File: src/rtl/psum_wb_pkg.sv
// Shared types and sizing for the partial-sum writeback drain stage.
package psum_wb_pkg;

  localparam int unsigned COL     = 8;
  localparam int unsigned PSUM_BW = 16;
  localparam int unsigned ADDR_W  = 11;
  localparam int unsigned VEC_W   = COL * PSUM_BW;

  typedef enum logic [2:0] {
    ST_IDLE,
    ST_POP,
    ST_RD,
    ST_WR,
    ST_DONE
  } state_e;

  typedef logic signed [PSUM_BW-1:0] lane_t;

  // Run controls captured on start and held for the whole run.
  typedef struct packed {
    logic              acc_mode;
    logic              relu_en;
    logic [ADDR_W-1:0] num_vec;
  } run_cfg_t;

endpackage

File: src/rtl/psum_lane_alu.sv
// One lane of the writeback datapath: optional wrap-around accumulate, then optional ReLU.
module psum_lane_alu
  import psum_wb_pkg::*;
(
  input  lane_t a_i,
  input  lane_t b_i,
  input  logic  acc_en_i,
  input  logic  relu_en_i,
  output lane_t result_o
);

  lane_t sum_c;

  // Sum truncates to the lane width; negative results are zeroed when ReLU is on.
  always_comb begin
    sum_c    = acc_en_i ? lane_t'(a_i + b_i) : a_i;
    result_o = (relu_en_i && sum_c[PSUM_BW-1]) ? lane_t'(0) : sum_c;
  end

endmodule

File: src/rtl/psum_writeback.sv
// Drains OFIFO vectors into PMEM at consecutive addresses, with optional
// read-modify-write accumulation and ReLU, then pulses done.
module psum_writeback
  import psum_wb_pkg::*;
(
  input  logic              clk,
  input  logic              reset,
  input  logic              start,
  input  logic [ADDR_W-1:0] base_addr,
  input  logic [ADDR_W-1:0] num_vec,
  input  logic              acc_mode,
  input  logic              relu_en,
  input  logic              ofifo_valid,
  input  logic [VEC_W-1:0]  ofifo_out,
  output logic              ofifo_rd,
  output logic              pmem_cen,
  output logic              pmem_wen,
  output logic [ADDR_W-1:0] pmem_a,
  output logic [VEC_W-1:0]  pmem_d,
  input  logic [VEC_W-1:0]  pmem_q,
  output logic              busy,
  output logic              done
);

  state_e            state_q, state_d;
  run_cfg_t          cfg_q, cfg_d;
  logic [ADDR_W-1:0] cnt_q, cnt_d;
  logic [ADDR_W-1:0] addr_q, addr_d;
  logic [VEC_W-1:0]  vec_q, vec_d;
  logic [VEC_W-1:0]  dreg_q, dreg_d;
  logic [ADDR_W-1:0] a_q, a_d;
  logic              cen_q, cen_d;
  logic              wen_q, wen_d;
  logic              busy_q, busy_d;
  logic              done_q, done_d;
  logic              ofifo_rd_c;
  logic [VEC_W-1:0]  alu_res_c;
  lane_t             lane_res [COL];

  // Per-lane datapath; pmem_q carries the read issued in RD, so it is valid in WR.
  for (genvar g = 0; g < COL; g++) begin : g_lane
    psum_lane_alu u_alu (
      .a_i       (lane_t'(vec_q[g*PSUM_BW +: PSUM_BW])),
      .b_i       (lane_t'(pmem_q[g*PSUM_BW +: PSUM_BW])),
      .acc_en_i  (cfg_q.acc_mode),
      .relu_en_i (cfg_q.relu_en),
      .result_o  (lane_res[g])
    );
    assign alu_res_c[g*PSUM_BW +: PSUM_BW] = lane_res[g];
  end

  // Next-state, counters and output decode; strobes follow the next state so they align with it.
  always_comb begin
    state_d    = state_q;
    cfg_d      = cfg_q;
    cnt_d      = cnt_q;
    addr_d     = addr_q;
    vec_d      = vec_q;
    dreg_d     = dreg_q;
    a_d        = a_q;
    ofifo_rd_c = 1'b0;

    case (state_q)
      ST_IDLE: begin
        if (start) begin
          cfg_d.acc_mode = acc_mode;
          cfg_d.relu_en  = relu_en;
          cfg_d.num_vec  = num_vec;
          cnt_d          = '0;
          addr_d         = base_addr;
          state_d        = (num_vec == '0) ? ST_DONE : ST_POP;
        end
      end
      ST_POP: begin
        if (ofifo_valid) begin
          ofifo_rd_c = 1'b1;
          vec_d      = ofifo_out;
          state_d    = cfg_q.acc_mode ? ST_RD : ST_WR;
        end
      end
      ST_RD: begin
        state_d = ST_WR;
      end
      ST_WR: begin
        dreg_d  = alu_res_c;
        cnt_d   = cnt_q + ADDR_W'(1);
        addr_d  = addr_q + ADDR_W'(1);
        state_d = ((cnt_q + ADDR_W'(1)) == cfg_q.num_vec) ? ST_DONE : ST_POP;
      end
      ST_DONE: begin
        state_d = ST_IDLE;
      end
      default: begin
        state_d = ST_IDLE;
      end
    endcase

    cen_d  = !((state_d == ST_RD) || (state_d == ST_WR));
    wen_d  = !(state_d == ST_WR);
    if ((state_d == ST_RD) || (state_d == ST_WR)) begin
      a_d = addr_q;
    end
    busy_d = (state_d == ST_POP) || (state_d == ST_RD) || (state_d == ST_WR);
    done_d = (state_d == ST_DONE);
  end

  // State, run context and output registers with synchronous reset.
  always_ff @(posedge clk) begin
    if (reset) begin
      state_q <= ST_IDLE;
      cfg_q   <= '0;
      cnt_q   <= '0;
      addr_q  <= '0;
      vec_q   <= '0;
      dreg_q  <= '0;
      a_q     <= '0;
      cen_q   <= 1'b1;
      wen_q   <= 1'b1;
      busy_q  <= 1'b0;
      done_q  <= 1'b0;
    end else begin
      state_q <= state_d;
      cfg_q   <= cfg_d;
      cnt_q   <= cnt_d;
      addr_q  <= addr_d;
      vec_q   <= vec_d;
      dreg_q  <= dreg_d;
      a_q     <= a_d;
      cen_q   <= cen_d;
      wen_q   <= wen_d;
      busy_q  <= busy_d;
      done_q  <= done_d;
    end
  end

  assign ofifo_rd = ofifo_rd_c;
  assign pmem_cen = cen_q;
  assign pmem_wen = wen_q;
  assign pmem_a   = a_q;
  // Write data merges the read returning in WR, so it is steered live in WR and held afterwards.
  assign pmem_d   = (state_q == ST_WR) ? alu_res_c : dreg_q;
  assign busy     = busy_q;
  assign done     = done_q;

endmodule

File: config.mk
export PLATFORM = sky130hd
export DESIGN_NAME = psum_writeback
export DESIGN_NICKNAME = d
export VERILOG_FILES = /design/src/rtl/psum_wb_pkg.sv /design/src/rtl/psum_lane_alu.sv /design/src/rtl/psum_writeback.sv
export SDC_FILE = /design/constraint.sdc
export NUM_CORES = 1
export LEC_CHECK = 0
export ABC_AREA = 1
export BUFFER_PORTS_ARGS = -buffer_cell sky130_fd_sc_hd__buf_2
export CORE_MARGIN = 2
export CORE_UTILIZATION = 30
export DETAILED_ROUTE_END_ITERATION = 10
export MAX_ROUTING_LAYER = met4
export PLACE_DENSITY = 0.5
export SYNTH_ARGS = -nofsm -noshare
export SYNTH_HDL_FRONTEND = slang
export SYNTH_SLANG_ARGS = --single-unit
File: constraint.sdc
create_clock -name clk -period 3.8 [get_ports clk]
set_input_delay 0.76 -clock clk [delete_from_list [all_inputs] [get_ports clk]]
set_output_delay 0.76 -clock clk [all_outputs]
set_load 0.05 [all_outputs]
# After elaboration in Yosys (flattened, before gate mapping)
# Cells that the tools add are included.
[totals]
register_bits = 309
word_cells = 80
output_inout_bits = 144
[op_classes]
eq_ne = 9
n_mux = 29
n_reduce_logical = 19
n_addsub = 10
[ops]
columns = ["cell", "n"]
rows = [
  ["16-bit two-way mux", 16],
  ["16-bit adder", 8],
  ["128-bit two-way mux", 1],
  ["11-bit case mux with 2 select lines", 2],
  ["11-bit by 1-bit adder with 11-bit output, second input constant", 2],
  ["11-bit two-way mux", 2],
  ["3-bit by 2-bit == test with 1-bit output, second input constant", 4],
  ["3-bit two-way mux", 4],
  ["3-bit case mux with 4 select lines", 1],
  ["11-bit == test", 1],
  ["11-bit zero test", 1],
  ["1-bit logical AND", 8],
  ["3-bit by 1-bit == test with 1-bit output, second input constant", 2],
  ["2-bit AND reduction", 3],
  ["3-bit == test, second input constant", 1],
  ["3-bit zero test", 1],
  ["1-bit logical OR", 3],
  ["1-bit two-way mux", 3],
  ["1-bit zero test", 2],
  ["2-bit != test, second input constant", 1],
  ["2-bit nonzero test", 1],
]

# Depth between registers and ports, before layout
[logic_depth]
ltp_word = 7
mapped_depth = 15

# Cells and area by module
# From an unflattened synthesis, not the netlist that was laid out.
[unflattened]
hier_cells = 3420
hier_area_um2 = 21259.1
[by_module_without_submodules]
columns = ["mod", "area_per_inst_um2", "n_inst", "cells_each"]
rows = [
  ["psum_writeback", 12021.5, 1, 1610],
  ["psum_lane_alu at g_lane[0].u_alu ...", 1146.1, 5, 226],
  ["psum_lane_alu at g_lane[6].u_alu ...", 1152.4, 2, 226],
  ["psum_lane_alu at g_lane[5].u_alu", 1202.4, 1, 228],
]

# Worst setup path after synthesis
# No wires, ideal clock.
[synth_timing]
path_kind = "input -> output"
from = "in pmem_q[112]"
to = "out pmem_d[126]"
path_stages = 12
required_ns = 3.040
arrival_time_ns = 2.554
slack_ns = 0.486
path_cell_list = "ha_1 > inv_1 > fa_1 > nor2_1 > nor2_1 > o21ai_0 > nand2_1 > nand3_1 > nand3_1 > nand2_1 > nand3_2 > nand2_1"
[synth_via]
elab_chain_len = 5
[synth_lines]
columns = ["element", "line_no", "source"]
rows = [
  ["start: declaration", "psum_writeback.sv:20", "input logic [VEC_W-1:0] pmem_q,"],
  ["16-bit adder (*)", "psum_lane_alu.sv:16", "sum_c = acc_en_i ? lane_t'(a_i + b_i) : a_i;"],
  ["16-bit two-way mux (*)", "psum_lane_alu.sv:16", ""],
  ["1-bit logical AND", "psum_lane_alu.sv:17", "result_o = (relu_en_i && sum_c[PSUM_BW-1]) ? lane_t'(0) : sum_c;"],
  ["16-bit two-way mux (*)", "psum_lane_alu.sv:17", ""],
  ["128-bit two-way mux (*)", "-", ""],
  ["end: declaration", "psum_writeback.sv:19", "output logic [VEC_W-1:0] pmem_d,"],
]
# Mark *: on every way between the ends. The rest lies on a longest branch, timed or not.

# Worst setup path after layout
[layout_timing]
from = "reg vec_q[21]"
to = "out pmem_d[25]"
[layout_via]
elab_chain_len = 5
[layout_lines]
columns = ["element", "line_no", "source"]
rows = [
  ["start: declaration", "psum_writeback.sv:29", "logic [VEC_W-1:0] vec_q, vec_d;"],
  ["start signal: assignment", "psum_writeback.sv:126", "vec_q <= vec_d;"],
  ["16-bit adder (*)", "psum_lane_alu.sv:16", ""],
  ["16-bit two-way mux (*)", "psum_lane_alu.sv:16", ""],
  ["1-bit logical AND", "psum_lane_alu.sv:17", ""],
  ["16-bit two-way mux (*)", "psum_lane_alu.sv:17", ""],
  ["128-bit two-way mux (*)", "-", ""],
]
# Marks and branches as above.

==> summary.txt <==
Power
  – Pleak: 12.4 nW
  – Power per cell area: 409 nW/um^2
  – Overall power: 10.6 mW
  – Maximum VDD drop: 270 uV

Logic synthesis
  – Mean Syn Cell Area: 6.55 sq um
  – Netlist cell types: 45
  – Syn nets: 3617
  – Commonest cells post-synth: 915 x nand2_1, 406 x nor2_1, 309 x dfxtp_1, 262 x inv_1, 234 x o21ai_0
  – Synthesized flop and latch total: 309
  – Top-count cell post-synth: nand2_1
  – Synth async-reset ratio: 0
  – EDFF count, synth: 0
  – Seq/Total Area, Yosys: 0.295
  – Synth Flop Type: dfxtp_1
  – Post-Syn Instances: 3203
  – Netlist Area Pre-Place: 21000 sq um
  – Synthesis Warnings: 0
  – Synth top area share: 0.295
  – Dominant cell type by area after synthesis: dfxtp_1
  – Synth area leaders: dfxtp_1 29%, nand2_1 16%, ha_1 7.3%, nor2_1 7.3%, o21ai_0 5.6%

Global routing
  – First-pass GRT wire length: 115000 um
  – Busiest grt layer: met2
  – Vias in the first global route: 20613
  – Met3 Track Usage GR: 0.0374
  – Initial antenna violation count: 21
  – Grt met2 use: 0.348
  – Remaining Overflow, GRT: 0
  – Pin count of the biggest net entering global routing: 155
  – Grt met1 use: 0.263
  – Tot GR Track Use: 0.210

Critical path
  – Setup crit end kind: primary output
  – Crit-path max FO: 15
  – Critical path class: reg -> out
  – Arrival @ worst endpoint: 2.86 ns
  – Worst setup SP type: register
  – Worst Reg-to-Reg Cells: 10
  – Worst Path Required: 3.04 ns

Finish
  – Seq. cell area: 6190 sq um
  – Layout cells sized above 1: 0.216
  – Fin area: 25800 sq um
  – Multi-input logic area: 13200 sq um
  – Final design utilization: 0.374
  – Area Overhead vs Synth: 23.1%
  – Net count, final: 3997
  – Fillers: 7637

Placement
  – PortBufs: 427
  – Dpl hpwl: 55300 um
  – Post-Place Worst Slack: 0.0214 ns
  – Routability cong.: 0.870
  – Post-Place Cell Area: 24100 sq um

Drt
  – 1st-iter DRT viols: 975
  – Drt via density: 4.67
  – DR DRC count: 0
  – DR pass1 iterations: 7
  – Final ANT Viol Nets: 0
  – DR vias: 21317
  – Final WL: 75800 um
  – Wirelength per Cell: 16.6 um

Timing
  – Crit path time final: 3.62 ns
  – Slew HR: 0.320
  – Slew Viols, Final: 0
  – RSZ-0062 raised after global routing: true
  – Clock Skews: 0.0135 ns
  – Final hold viol count: 0
  – Setup ws final: 0.182 ns
  – Setup TNS: 0 ns
  – Measured slew at the worst slew-check pin: 1.02 ns
  – Fmax: 276 MHz
  – Period utilization: 0.952
  – Setup violations, final: 0

Clock network
  – Clock sinks: 309
  – Worst-path clk slew: 0.06 ns
  – H-tree depth: 2
  – CTS tree: yes
  – CTS buffer count: 42
  – Root Driver: clkbuf_16
  – Worst-Skew Late Latency: 0.56 ns
  – Clk buf depth: 3

Floorplan
  – Initial Util: 0.304
  – I/O Pins: 428
  – Die H: 268 um
  – Die Width: 268 um
  – Core Area: 68900 sq um
  – Die ar.: 72100 sq um
  – Site Rows: 96

Status
  – Status: complete, no violations

Hold path
  – Hold Crit Depth: 3
  – Hold Path Class: in -> reg

Flow run
  – # Max-Cap Violations: 0
[routing by layer]
| metal | vias up | share of wire | routed length (um) |
|---|---|---|---|
| met3 | 95 | 0.052 | 3910 |
| met4 | 0 | 0.024 | 1810 |
| li1 | 11205 | - | - |
| met1 | 9571 | 0.46 | 34600 |
| met2 | 446 | 0.47 | 35500 |
| met5 | - | 0 | 0 |
[power by group]
group | total, mW | switching [mW] | internal (mW)
logic | 2.78 | 1.82 | 0.957
clock network | 4.16 | 1.60 | 2.56
registers | 3.61 | 0.168 | 3.44
[path summary, 6_finish.rpt]
kind / slack [ns] / endpoint / startpoint
min: 0.45 / vec_q[18]$_SDFFE_PP0P_ / ofifo_out[18]
max: 0.18 / pmem_d[25] / vec_q[21]$_SDFFE_PP0P_
min reg2reg: 0.47 / dreg_q[66]$_SDFF_PP0_ / dreg_q[66]$_SDFF_PP0_
max reg2reg: 1.47 / addr_q[3]$_SDFFE_PP0P_ / state_q[0]$_SDFF_PP0_
[state kept, by name, summed over array words and instances (netlist names)]
signal and flops:
dreg_q 128, vec_q 128, cfg_q 13, addr_q 11
cnt_q 11, pmem_a 11, state_q 3, busy 1
done 1, pmem_cen 1, pmem_wen 1
[layout by cell type, fill, tap and decap left out, types with 13 or more instances in the layout]
cell         n
nor2_1     405
o21ai_0    230
a21oi_1    218
a21oi_2     82
nand3_1    192
nand4_1     24
nand3_4     13
nand3_2     81
clkbuf_4    22
nand2_1    914
dfxtp_1    306
inv_1      260
clkbuf_8    15
ha_1       117
nand2_2     23
nand3b_1    21
xnor2_1     39
buf_12      13
diode_2     16
buf_4       31
buf_2      402
clkbuf_16   43
[critical path, stage by stage, from the launching register on]
cell and delay, ns:
dfxtp_1 0.33, ha_1 0.33, nand2_1 0.14, inv_1 0.05, a21oi_1 0.20, nand2_2 0.13, nand2_2 0.09, nand2_1 0.05
nand2_1 0.06, nand2_1 0.05, nand2_2 0.08, nand3_4 0.24, nand3_2 0.19, nand2_1 0.13, buf_2 0.24
[kinds of logic (layout without fill, tap and decap cells)]
family | Yosys count | in the layout | share of synthesized area
compound gates | 584 | 584 | 0.159
xor+xnor | 51 | 51 | 0.0213
fa+ha+maj | 130 | 130 | 0.0804
buf+inv | 412 | 819 | 0.0817
flops | 309 | 309 | 0.295
other cells | 0 | 16 | 0
simple gates | 1717 | 1720 | 0.363
[timing repair]
item                                   CTS  global route
setup buffers                            0             5
gates resized for setup                  2            46
gates cloned                             0             3
endpoints found under the hold margin    0             0
setup endpoints to repair                2            73
pin swaps                                0             2
hold buffers                             0             0
[area by class of cell]
| cell class | instances | share of cell area |
|---|---|---|
| Multi-Input combinational cell | 2485 | 0.513 |
| Sequential cell | 309 | 0.240 |
| Timing Repair Buffer | 470 | 0.104 |
| Clock buffer | 64 | 0.0506 |
| Tap cell | 931 | 0.0451 |
| Inverter | 275 | 0.0404 |
| Clock inverter | 10 | 0.00562 |
| Antenna cell | 16 | 0.00155 |
[stage by stage]
step                instances  hold slack [ns]
global placement         4462            0.457
detailed placement       4462            0.463
finish                   4560            0.446
floorplan                3203            0.443
global route             4557            0.434
CTS                      4536            0.401
Power figures use the tool's default switching activity.
